## src/rtl/load_byte_assembler_pkg.sv

```systemverilog
// Shared load-path definitions: dataSize encoding (also used by signExtension)
// and the assembler state encoding.
package load_byte_assembler_pkg;

    localparam logic [1:0] SIZE_BYTE  = 2'b00;
    localparam logic [1:0] SIZE_HALF  = 2'b01;
    localparam logic [1:0] SIZE_WORD  = 2'b10;
    localparam logic [1:0] SIZE_DWORD = 2'b11;

    typedef enum logic [1:0] {
        ST_IDLE = 2'b00,
        ST_REQ  = 2'b01,
        ST_GAP  = 2'b10,
        ST_FIN  = 2'b11
    } state_e;

    // Byte count for a load; the 11 encoding behaves as a word.
    function automatic logic [2:0] size_bytes(input logic [1:0] size);
        case (size)
            SIZE_BYTE: size_bytes = 3'd1;
            SIZE_HALF: size_bytes = 3'd2;
            default:   size_bytes = 3'd4;
        endcase
    endfunction

    function automatic logic is_misaligned(input logic [1:0] size, input logic [1:0] addr_lo);
        case (size)
            SIZE_BYTE: is_misaligned = 1'b0;
            SIZE_HALF: is_misaligned = addr_lo[0];
            default:   is_misaligned = (addr_lo != 2'b00);
        endcase
    endfunction

endpackage

```

## src/rtl/load_byte_assembler.sv

```systemverilog
// Reads 1/2/4 bytes from a byte-wide RAM, one handshake per byte, and assembles
// them big-endian into a right-justified, zero-filled 32-bit word on D.
module load_byte_assembler
    import load_byte_assembler_pkg::*;
#(
    parameter int ADDR_W = 8
) (
    input  logic              CLK,
    input  logic              RST,
    input  logic              START,
    input  logic [ADDR_W-1:0] ADDR,
    input  logic [1:0]        dataSize,
    output logic              BUSY,
    output logic              DONE,
    output logic              ERR,
    output logic [31:0]       D,
    output logic [ADDR_W-1:0] MEM_ADDR,
    output logic              MEM_REQ,
    input  logic [7:0]        MEM_DATA,
    input  logic              MEM_ACK
);

    // RAM handshake: MEM_REQ is high for every REQ cycle with MEM_ADDR held;
    // a byte is taken on any REQ cycle where MEM_ACK is high, and MEM_ACK is
    // ignored in every other state.

    state_e            state_q, state_d;
    logic [ADDR_W-1:0] addr_q, addr_d;
    logic [2:0]        cnt_q, cnt_d;
    logic [2:0]        n_q, n_d;
    logic [31:0]       shift_q, shift_d;
    logic [31:0]       d_q, d_d;
    logic              err_q, err_d;

    always_ff @(posedge CLK) begin
        if (RST) begin
            state_q <= ST_IDLE;
            addr_q  <= '0;
            cnt_q   <= '0;
            n_q     <= '0;
            shift_q <= '0;
            d_q     <= '0;
            err_q   <= 1'b0;
        end else begin
            state_q <= state_d;
            addr_q  <= addr_d;
            cnt_q   <= cnt_d;
            n_q     <= n_d;
            shift_q <= shift_d;
            d_q     <= d_d;
            err_q   <= err_d;
        end
    end

    always_comb begin
        state_d = state_q;
        addr_d  = addr_q;
        cnt_d   = cnt_q;
        n_d     = n_q;
        shift_d = shift_q;
        d_d     = d_q;
        err_d   = 1'b0;

        case (state_q)
            ST_IDLE: begin
                if (START) begin
                    if (is_misaligned(dataSize, ADDR[1:0])) begin
                        err_d = 1'b1;
                    end else begin
                        addr_d  = ADDR;
                        n_d     = size_bytes(dataSize);
                        cnt_d   = 3'd0;
                        shift_d = 32'h0;
                        state_d = ST_REQ;
                    end
                end
            end
            ST_REQ: begin
                if (MEM_ACK) begin
                    shift_d = {shift_q[23:0], MEM_DATA};
                    cnt_d   = cnt_q + 3'd1;
                    // D is loaded on the edge into FIN so it already holds the last byte.
                    if (cnt_d == n_q) begin
                        d_d     = shift_d;
                        state_d = ST_FIN;
                    end else begin
                        state_d = ST_GAP;
                    end
                end
            end
            ST_GAP: begin
                addr_d  = addr_q + ADDR_W'(1);
                state_d = ST_REQ;
            end
            ST_FIN: begin
                state_d = ST_IDLE;
            end
            default: begin
                state_d = ST_IDLE;
            end
        endcase
    end

    assign BUSY     = (state_q != ST_IDLE);
    assign DONE     = (state_q == ST_FIN);
    assign MEM_REQ  = (state_q == ST_REQ);
    assign ERR      = err_q;
    assign D        = d_q;
    assign MEM_ADDR = addr_q;

endmodule

```

## config.mk

```make
export PLATFORM = sky130hd
export DESIGN_NAME = load_byte_assembler
export DESIGN_NICKNAME = d
export VERILOG_FILES = /design/src/rtl/load_byte_assembler_pkg.sv /design/src/rtl/load_byte_assembler.sv
export SDC_FILE = /design/constraint.sdc
export NUM_CORES = 1
export LEC_CHECK = 0
export ABC_AREA = 1
export CAP_MARGIN = 10
export CORE_ASPECT_RATIO = 1.1
export CORE_UTILIZATION = 35
export DETAILED_ROUTE_END_ITERATION = 8
export PLACE_DENSITY = 0.61
export SETUP_SLACK_MARGIN = 0.2
export SLEW_MARGIN = 20
export SYNTH_ARGS = -nofsm -noshare
export SYNTH_HDL_FRONTEND = slang
export SYNTH_SLANG_ARGS = --single-unit
```

## constraint.sdc

```tcl
create_clock -name CLK -period 2.1 [get_ports CLK]
set_input_delay 0.315 -clock CLK [delete_from_list [all_inputs] [get_ports CLK]]
set_output_delay 0.315 -clock CLK [all_outputs]
set_load 0.02 [all_outputs]
```

==> flow_summary.json <==
{
  "h-tree-depth": 3,
  "worst_slew_pin_slew_ns": 0.420,
  "worst_ep_arrival_time_ns": 1.55,
  "drive_gt1_share_pct": 8.74,
  "clockRootBuffer": "clkbuf_8",
  "yosysWarnings": 0,
  "p_sw_share_pct": 25.7,
  "antenna_found_initial": 0,
  "leakage_nw": 1.49,
  "setup.worst_path.start_class": "flop",
  "setup_tns_ns": 0,
  "slew_viol_final": 0,
  "die_y_um": 99.9,
  "drv_cap": 0,
  "fmax_mhz": 537,
  "switchingPower_mw": 0.798,
  "finalCritPeriodShare_pct": 88.6,
  "area_growth_syn_to_layout_pct": 31.7,
  "die_w_um": 91.0,
  "rows": 35,
  "grt_max_degree": 40,
  "detail-route-antenna-nets": 0,
  "nNetsFinal": 488,
  "grt_pass1_wl_um": 12300,
  "endpoint": "BUSY",
  "cts_setup_buffers": 0,
  "path_cells": "nor2_4 > inv_1 > clkdlybuf4s50_1",
  "crit_fanout": 6,
  "avgSynthCellArea_um2": 7.61,
  "clock_power_share_pct": 40.3,
  "max-clock-path-buffers": 2,
  "drc": 0,
  "first_pass_iters": 4,
  "min_period_ns": 1.86,
  "instances_no_fill": 580,
  "grt_overflow": 0,
  "critical_path_cell_count": 3,
  "drt_iter0_markers": 93,
  "hold_ws_ns": 0.463,
  "wl_per_cell_um": 12.7,
  "core_um2": 8410,
  "synth.distinct_cells": 31,
  "status": "finished clean",
  "viasPerCell": 4.84,
  "synth_seq_area_share_pct": 47.9,
  "worstSetupPathType": "flop to primary output",
  "routed_wl_um": 7350,
  "crit_buf_inv": 2,
  "die_area_um2": 9090,
  "reg2reg_slack_ns": 0.39,
  "gp_congestion": 0.782,
  "critPathSlowestCell": "clkdlybuf4s50_1",
  "peakVddDrop_mv": 0.379,
  "synthesis.area_um2": 3050,
  "grt_setup_unrepaired": "true",
  "dp_hpwl_um": 5100,
  "cts_tree": "yes",
  "p_seq_share_pct": 47.1,
  "internal_power_mw": 2.31,
  "clk_latency_ns": 0.34,
  "final_util_pct": 47.8,
  "slowest_delay_ns": 0.59,
  "cts_buffers": 9,
  "min_path_type": "flop to flop",
  "rr_worst_depth": 9,
  "power_density_nw_per_um2": 773,
  "crit_required_ns": 1.78,
  "netlist_instances": 401,
  "start_util_pct": 36.3,
  "final-setup-viol-count": 0,
  "antenna_cells": 0,
  "timing.rr.end": "D[2]$_SDFFE_PP0P_",
  "syn_nets": 425,
  "critPathLaunch": "state_q[1]$_SDFFE_PP0P_",
  "synth_seq_cells": 73,
  "slew_headroom_pct": 72.0,
  "rr_startpoint": "cnt_q[0]$_SDFFE_PP0P_",
  "hold_path.startpoint": "D[25]$_SDFFE_PP0P_",
  "grt_usage_pct": 16.9,
  "io_buffers": 65,
  "dp.cells": 564,
  "fillCellCount": 873,
  "clock-sinks": 73,
  "grt_pass1_vias": 2649,
  "cts.reportedPaths.clkPinSlew_ns": 0.08,
  "via_count": 2806,
  "critPathCaptureType": "primary output",
  "ios": 66,
  "comb_power_share_pct": 12.6,
  "path_delay_family": "buffers and inverters",
  "skew_ns": 0.00979,
  "hold_viol": 0
}
[through the flow]
step | setup slack (ns) | power [mW] | area (µm²)
finish | 0.239 | 3.11 | 4020
global route | 0.200 | 3.23 | 4020
CTS | 0.168 | 3.12 | 4010
detailed placement | 0.0766 | 1.88 | 3780
global placement | 0.135 | 1.88 | 3780
floorplan | 0.578 | 1.73 | 3050
[registers in the layout, summed over array words and instances (netlist names)]
register and count:
MEM_ADDR 8, D 32, n_q 3, shift_q 24, state_q 2, ERR 1, cnt_q 3
[kinds of logic (layout without fill, tap and decap cells)]
kind of cell	count (synthesis)	count (layout)	synth area share, %
compound gates	73	73	12.3
xor+xnor	1	1	0.287
fa+ha+maj	2	2	0.820
buf+inv	49	117	7.92
flops	73	73	47.9
simple gates	203	203	30.7
[Yosys cell counts, drive strengths merged]
master,n,share of area [%]
a21oi,42,7.0
nand2,116,14
o21ai,28,4.6
o211ai,1,0.25
buf,9,3.0
xnor2,1,0.29
clkinv,1,0.12
a211oi,1,0.25
nand3b,1,0.25
dfxtp,73,48
or2,1,0.21
nand4,33,6.8
nor3b,1,0.25
nor2,21,3.2
nor3,1,0.33
clkbuf,13,1.6
ha,2,0.82
o21a,1,0.25
nand3,29,5.3
inv,26,3.2
[what timing repair did]
item | CTS | global route
hold buffers | 0 | 0
setup endpoints to repair | 3 | 2
resized for setup | 2 | 3
[power by group through the flow]
stage | Combinational (mW) | Clock [mW] | Sequential [mW]
finish | 0.391 | 1.25 | 1.46
global route | 0.431 | 1.34 | 1.47
CTS | 0.391 | 1.27 | 1.46
detailed placement | 0.391 | 0 | 1.49
global placement | 0.386 | 0 | 1.49
floorplan | 0.222 | 0 | 1.51
[worst min path at each step]
stage	end	slack [ns]	cells after the start
finish	D[25]$_SDFFE_PP0P_	0.46	2
global route	D[30]$_SDFFE_PP0P_	0.48	2
CTS	D[25]$_SDFFE_PP0P_	0.46	2
detailed placement	D[25]$_SDFFE_PP0P_	0.45	2
global placement	D[9]$_SDFFE_PP0P_	0.45	2
floorplan	shift_q[0]$_SDFFE_PP0P_	0.43	2
[placed cells by master (no fill, tap or decap)]
cell	count
nand3_4	1
a211oi_1	1
nor3_2	1
a21oi_1	41
nand2_1	114
clkinvlp_4	2
nand4_1	33
clkbuf_1	1
nor2_1	18
a21oi_2	1
buf_12	1
buf_4	8
o21a_1	1
inv_1	20
nand3_1	27
nand3b_1	1
xnor2_1	1
dfxtp_1	71
o21ai_0	14
dlymetal6s2s_1	1
nand2_2	2
clkdlybuf4s50_1	63
o21ai_1	14
clkbuf_8	11
o211ai_1	1
clkinv_1	1
nand3_2	1
dlygate4sd2_1	1
inv_2	6
nor3b_1	1
bufinv_16	2
nor2_4	3
or2_0	1
ha_1	2
dfxtp_2	2
[layer usage]
layer / global-route usage [%] / up-vias / part of all wire [%]
met1: 22.1 / 1265 / 50
met4: 7.33 / 0 / 1.2
met2: 27.5 / 58 / 45
li1: - / 1475 / -
met5: 0 / - / 0
met3: 2.95 / 8 / 3.6
[worst register-to-register path, cell delays in order (launching register included)]
cell and delay, ns:
dfxtp_1 0.36, ha_1 0.24, inv_1 0.06, nand2_1 0.07, nand2_1 0.08, nand2_1 0.05, nand2_1 0.15, nand3_4 0.34
nand2_1 0.17, a21oi_1 0.07
[final cells by class]
cell class / count / area (µm²) / share of cell area, %
sequential: 73 / 1460 / 36.4
timing repair buffer: 74 / 732 / 18.2
inverter: 27 / 101 / 2.52
clock inverter: 4 / 75.1 / 1.87
multi-input combinational: 279 / 1350 / 33.7
clock buffer: 12 / 155 / 3.86
tap: 111 / 139 / 3.46
Power figures use the tool's default switching activity.
